===== src/rtl/bmac_operand_packer.sv =====
// bmac_operand_packer
//
// Packs a stream of operand-pair beats into the two operand words used by
// the BMAC core. Each accepted beat carries one LANE_WIDTH-bit nibble per
// operand. LANES beats fill a word. An in_last beat closes the word early,
// and the lanes that were not filled read as zero.
//
// Handshake: a transfer happens on a rising edge where valid && ready are
// both high. valid does not depend on ready. Once out_valid is raised, the
// payload (bmac_in_0, bmac_in_1, out_lanes) holds stable until that edge.
// in_ready is combinational from out_ready only.
//
// Ports:
//   clk, rst             clock, asynchronous active-high reset
//   in_valid, in_ready   input beat handshake
//   in_a, in_b           operand-0 / operand-1 nibbles for this beat
//   in_last              close the current word after this beat
//   out_valid, out_ready packed-pair handshake
//   bmac_in_0, bmac_in_1 packed operand words
//   out_lanes            number of filled lanes in the pair (1..LANES)
//
// Build option:
//   BMAC_PACK_MSB_FIRST_EN  the first beat lands in the most significant
//                           lane, and padding fills the low lanes. When it is
//                           undefined, the first beat lands in lane 0 (bits
//                           LANE_WIDTH-1:0), and padding fills the high lanes.

module bmac_operand_packer #(
    parameter  int LANE_WIDTH = 4,
    parameter  int LANES      = 8,
    localparam int IN_WIDTH   = LANE_WIDTH * LANES
) (
    input  logic                  clk,
    input  logic                  rst,
    input  logic                  in_valid,
    output logic                  in_ready,
    input  logic [LANE_WIDTH-1:0] in_a,
    input  logic [LANE_WIDTH-1:0] in_b,
    input  logic                  in_last,
    output logic                  out_valid,
    input  logic                  out_ready,
    output logic [IN_WIDTH-1:0]   bmac_in_0,
    output logic [IN_WIDTH-1:0]   bmac_in_1,
    output logic [3:0]            out_lanes
);

    localparam int CNT_W = (LANES > 1) ? $clog2(LANES) : 1;
    localparam logic [CNT_W-1:0] LAST_CNT = CNT_W'(LANES - 1);

    logic [CNT_W-1:0]    cnt;
    logic [IN_WIDTH-1:0] asm_0;
    logic [IN_WIDTH-1:0] asm_1;

    logic                accept;
    logic                complete;
    logic [CNT_W-1:0]    lane_idx;
    logic [IN_WIDTH-1:0] merged_0;
    logic [IN_WIDTH-1:0] merged_1;

    // Stall only while a held pair is not being taken this cycle.
    assign in_ready = !out_valid || out_ready;

    always_comb begin
        accept   = in_valid && in_ready;
        complete = accept && ((cnt == LAST_CNT) || in_last);

`ifdef BMAC_PACK_MSB_FIRST_EN
        lane_idx = LAST_CNT - cnt;
`else
        lane_idx = cnt;
`endif

        // The assembly registers are cleared at each word boundary. Lanes not
        // yet written are therefore already zero, which supplies the padding
        // for an early-closed word.
        merged_0 = asm_0;
        merged_1 = asm_1;
        for (int i = 0; i < LANES; i++) begin
            if (lane_idx == CNT_W'(i)) begin
                merged_0[i*LANE_WIDTH +: LANE_WIDTH] = in_a;
                merged_1[i*LANE_WIDTH +: LANE_WIDTH] = in_b;
            end
        end
    end

    always_ff @(posedge clk or posedge rst) begin
        if (rst) begin
            cnt       <= '0;
            asm_0     <= '0;
            asm_1     <= '0;
            out_valid <= 1'b0;
            bmac_in_0 <= '0;
            bmac_in_1 <= '0;
            out_lanes <= '0;
        end else begin
            if (complete) begin
                // A completing beat can only be accepted when the output slot
                // is free or drains this cycle. Loading the new pair therefore
                // never overwrites an untaken one, and out_valid stays set.
                bmac_in_0 <= merged_0;
                bmac_in_1 <= merged_1;
                out_lanes <= 4'(cnt) + 4'd1;
                out_valid <= 1'b1;
                asm_0     <= '0;
                asm_1     <= '0;
                cnt       <= '0;
            end else begin
                if (accept) begin
                    asm_0 <= merged_0;
                    asm_1 <= merged_1;
                    cnt   <= cnt + CNT_W'(1);
                end
                if (out_valid && out_ready) begin
                    out_valid <= 1'b0;
                end
            end
        end
    end

endmodule

===== config.mk =====
export PLATFORM = sky130hd
export DESIGN_NAME = bmac_operand_packer
export DESIGN_NICKNAME = d
export VERILOG_FILES = /design/src/rtl/bmac_operand_packer.sv
export SDC_FILE = /design/constraint.sdc
export NUM_CORES = 1
export LEC_CHECK = 0
export ABC_AREA = 1
export CELL_PAD_IN_SITES_DETAIL_PLACEMENT = 1
export CELL_PAD_IN_SITES_GLOBAL_PLACEMENT = 1
export CORE_MARGIN = 5
export CORE_UTILIZATION = 40
export CTS_CLUSTER_SIZE = 25
export DETAILED_ROUTE_END_ITERATION = 7
export PLACE_DENSITY = 0.9
export SYNTH_ARGS = -nofsm -noshare
export SYNTH_HDL_FRONTEND = slang
export SYNTH_SLANG_ARGS = --single-unit

===== constraint.sdc =====
create_clock -name clk -period 16.3 [get_ports clk]
set_input_delay 4.89 -clock clk [delete_from_list [all_inputs] [get_ports clk]]
set_output_delay 4.89 -clock clk [all_outputs]
set_load 0.02 [all_outputs]

Word-level counts from Yosys, hierarchy flattened --
Cells that the tools add are included.
Word-level totals: register bits after elaboration 136, input port bits 13, output and inout bits 70, logic and storage cells 49
Operators by class: add/subtract/negate cells 2, equal/unequal tests 7, mux-type cells 24, reduce and logical (&&, ||, !) cells 9
Operator list (number):
- 32-bit two-way mux | 4
- 4-bit two-way mux | 16
- 3-bit == test, second input constant | 4
- 3-bit by 2-bit == test with 1-bit output, second input constant | 2
- 3-bit two-way mux | 2
- 3-bit by 1-bit adder with 4-bit output, second input constant | 1
- 2-bit nonzero test | 2
- 3-bit by 1-bit adder with 3-bit output, second input constant | 1
- 3-bit by 1-bit == test with 1-bit output, second input constant | 1
- 1-bit logical AND | 3
- 3-bit zero test | 1
- 1-bit logical OR | 2
- 1-bit two-way mux | 2
- 1-bit zero test | 1

Longest topological paths before layout --
depth in word-level cells 5, mapped depth 9, mapped depth without buffers 7

Least setup slack after synthesis --
Ideal clock, no wire load.
kind input port to output port, start in out_ready, end out in_ready, arrival 5.070 ns, required time 11.410 ns, setup slack 6.340 ns, stages on the path 2, path buffers 0, cells stage by stage inv_1 nand2_2
On the way: longest elaborated chain between the ends 1
RTL lines:
- from (decl) | RTL line 41 | input logic out_ready,
- 1-bit logical OR | RTL line 61 | assign in_ready = !out_valid || out_ready;
- to (decl) | RTL line 36 | output logic in_ready,
Every way passes these cells.

Worst setup path in the final report --
Ends and elaborated chain as after synthesis.

==> results.tsv <==
stage	metric	value	unit
pwr	cell internal pwr	0.667	mW
logic_synthesis	synth top area cells	dfrtp_1 57%, nand2_1 31%, o21ai_0 3.3%	
final_layout	final instance area	0.00745	sq mm
clock_network	Clock Latency Late Sink	0.42	ns
global_route	GR Overflow Total	0	
floorplanning	core area	0.0146	sq mm
clock_network	CTS Buffer Depth	2	
floorplanning	Die Width	133	um
final_layout	antenna diode count	0	
global_route	first-pass GRT wire length	27.7	mm
setup_path	Required @ worst endpoint	11.41	ns
global_route	All-Layer GR Usage	19.5	%
clock_network	clock-pin slew on the worst setup and hold paths	0.05	ns
clock_network	Resized cells post-CTS	0	
setup_path	Crit path buffers/inverters	3	
detailed_routing	vias per cell	4.99	
detailed_routing	DRC errors left	0	
logic_synthesis	count leader, synth	nand2_1	
timing	final setup fails	0	
logic_synthesis	Post-synth ARST share	100	%
timing	clock skew	0.00512	ns
floorplanning	Die ar.	0.0176	sq mm
setup_path	slowest stage cell, crit path	clkdlybuf4s50_1	
clock_network	Post-CTS Setup Inserts	0	
floorplanning	Starting Density	41.1	%
final_layout	share of layout cells above drive strength 1	4.49	%
logic_synthesis	Syn Inst Count	769	
timing	relative slew slack	32.3	%
timing	Final Critical Period	11.02	ns
logic_synthesis	share of the synthesized area in the top cell type	56.5	%
setup_path	Worst setup EP type	output port	
clock_network	htree depth	4	
clock_network	Root Buffer	clkbuf_16	
logic_synthesis	cell area after synthesis	0.00602	sq mm
logic_synthesis	sequential fraction of the synthesis area	56.5	%
detailed_routing	DRT iter0 DRCs	274	
setup_path	crit path max fanout	4	
detailed_routing	Antenna Violating Nets Remaining	0	
clock_network	CTS tree	built	
global_route	pin count of the biggest net entering global routing	80	
detailed_routing	Avg WL per Cell	15.9	um
clock_network	TritonCTS Sinks	136	
pwr	Gate power share	19.5	%
final_layout	area grow syn2layout	23.7	%
detailed_routing	WL final	16.3	mm
floorplanning	Std-Cell Rows	44	
setup_path	crit-path max cell delay	0.62	ns
pwr	clock network fraction of total power	38.7	%
timing	maximum clock frequency	90.8	MHz
timing	period utilisation layout	67.6	%
pwr	Pwr Density	126	mW/mm^2
setup_path	crit path cell chain	clkdlybuf4s50_1 -> inv_1 -> nand2_2 -> clkdlybuf4s50_1	
setup_path	CP Data Arrival Time	6.13	ns
floorplanning	Die Y	133	um
setup_path	crit-path leading delay family	buffers and inverters	
final_layout	multi-input logic area	0.00234	sq mm
timing	Sum Neg Setup Slack	0	ns
timing	Slew Viols, Final	0	
pwr	Power, Total	0.940	mW
placement	input/output buffers	82	
pwr	Sw Pwr	0.273	mW
pwr	Worst VDD drop	0.0603	mV
logic_synthesis	Netlist cell types	15	
timing	Hold Vio Cnt, Final	0	
timing	actual slew at the worst max-slew pin	1.02	ns
logic_synthesis	Avg Inst Size Synth	7.83	sq um
timing	RSZ-0062 raised after global routing	no	
global_route	initial antenna violation count	0	
detailed_routing	vias	5143	
logic_synthesis	largest area contributor in the netlist	dfrtp_1	
setup_path	crit path launch type	input pin	
final_layout	fill cell count	1789	
placement	post-detail-place hpwl	10.5	mm
floorplanning	I/O Pins	83	
detailed_routing	First-pass DRT Iterations	4	
logic_synthesis	Main synth FF type	dfrtp_1	
logic_synthesis	flops & latches, synth	136	
clock_network	cts bufs inserted	17	
job	max cap viols	0	
placement	GPL Wtd Cong	0.732	
setup_path	Setup CP Type	input pin to output port	
clock_network	Hold-fix buffers, CTS	0	
final_layout	fin nets	854	
placement	dpl cells	1000	
pwr	switching share of total power	29.0	%
final_layout	storage element area	0.00340	sq mm
final_layout	Layout Cells excl Fill	1031	
logic_synthesis	syn_nets	788	
logic_synthesis	synth warn	0	
final_layout	final design utilization	50.9	%
logic_synthesis	number of synthesized flops with an enable pin	0	
worst_hold_path	Min-Delay Path Class	flop to flop	
pwr	share of power burned in registers	41.8	%
global_route	vias in the first global route	5438	
outcome	outcome	finished, final reports clean	
setup_path	CP dominant cell by count	clkdlybuf4s50_1	
pwr	Pleak	4.00	nW
logic_synthesis	synth cell count leaders	500 x nand2_1, 136 x dfrtp_1, 40 x o21ai_0, 24 x nand3_1, 20 x buf_2	
placement	Cell Area, Placed	0.00689	sq mm
## logic make-up after synthesis
group | after synthesis | synth area share, %
AND/OR/NAND/NOR | 531 | 34.3
flip-flops | 136 | 56.5
buffers and inverters | 56 | 4.65
AO/OA/AOI/OAI | 40 | 3.32
adder cells (fa/ha/maj) | 6 | 1.25
## stage by stage
step,setup slack [ns],hold WS (ns)
2_1_floorplan,6.34,0.449
3_3_place_gp,5.29,0.461
3_5_place_dp,5.29,0.464
4_1_cts,5.28,0.482
5_1_grt,5.24,0.500
6_report,5.28,0.476
## path summary, 6_finish.rpt
check | from | endpoint | slack, ns | cells after the start
hold reg to reg | bmac_in_0[22] | bmac_in_0[22] | 0.48 | 2
setup / recovery | out_ready | in_ready | 5.28 | 4
setup reg to reg | out_valid | bmac_in_0[10] | 13.81 | 6
max in group asynchronous | rst | bmac_in_1[20] | 9.99 | 3
hold / removal | bmac_in_0[22] | bmac_in_0[22] | 0.48 | 2
min in group asynchronous | rst | bmac_in_1[5] | 4.90 | 2
## worst min-delay path, cell delays in order, from the launching register on
cell and delay [ns]:
dfrtp_1 0.34, nand2_1 0.05, nand2_1 0.05
## registers in the layout, indices dropped and copies added, names as in the netlist
signal,flops
bmac_in_1,32
bmac_in_0,32
asm_1,32
asm_0,32
cnt,3
out_valid,1
out_lanes,4
## area by class of cell
cell class	instances	share of cell area, %
inverter	17	0.924
timing repair buffer	86	11.4
multi-input combinational	577	31.4
clock buffer	30	7.44
sequential	136	45.7
tap	184	3.09
clock inverter	1	0.0672
## power groups by stage
stage	clock [mW]	combinational, mW	sequential [mW]
after global placement	0	0.180	0.397
after detailed placement	0	0.184	0.399
after global routing	0.390	0.202	0.398
final	0.363	0.183	0.393
after floorplan	0	0.0817	0.423
after CTS	0.371	0.187	0.394
## layout by cell type, fill, tap and decap left out
| master | instances |
|---|---|
| buf_4 | 4 |
| clkbuf_1 | 5 |
| clkbuf_16 | 17 |
| clkbuf_8 | 8 |
| clkdlybuf4s50_1 | 82 |
| clkinv_2 | 1 |
| dfrtp_1 | 136 |
| ha_1 | 6 |
| inv_1 | 15 |
| inv_2 | 1 |
| inv_6 | 1 |
| nand2_1 | 500 |
| nand2_2 | 1 |
| nand2_4 | 1 |
| nand3_1 | 24 |
| nand3_2 | 1 |
| nor2_4 | 3 |
| nor3_1 | 1 |
| o21ai_0 | 40 |
## routing by layer
metal / global-route usage (%) / vias up / part of all wire, %
li1: - / 2485 / -
met1: 24.8 / 2546 / 45
met5: 0 / - / 0
met3: 4.02 / 23 / 3.2
met2: 33.6 / 89 / 51
met4: 6.06 / 0 / 1.5
(Power assumes the default switching activity.)
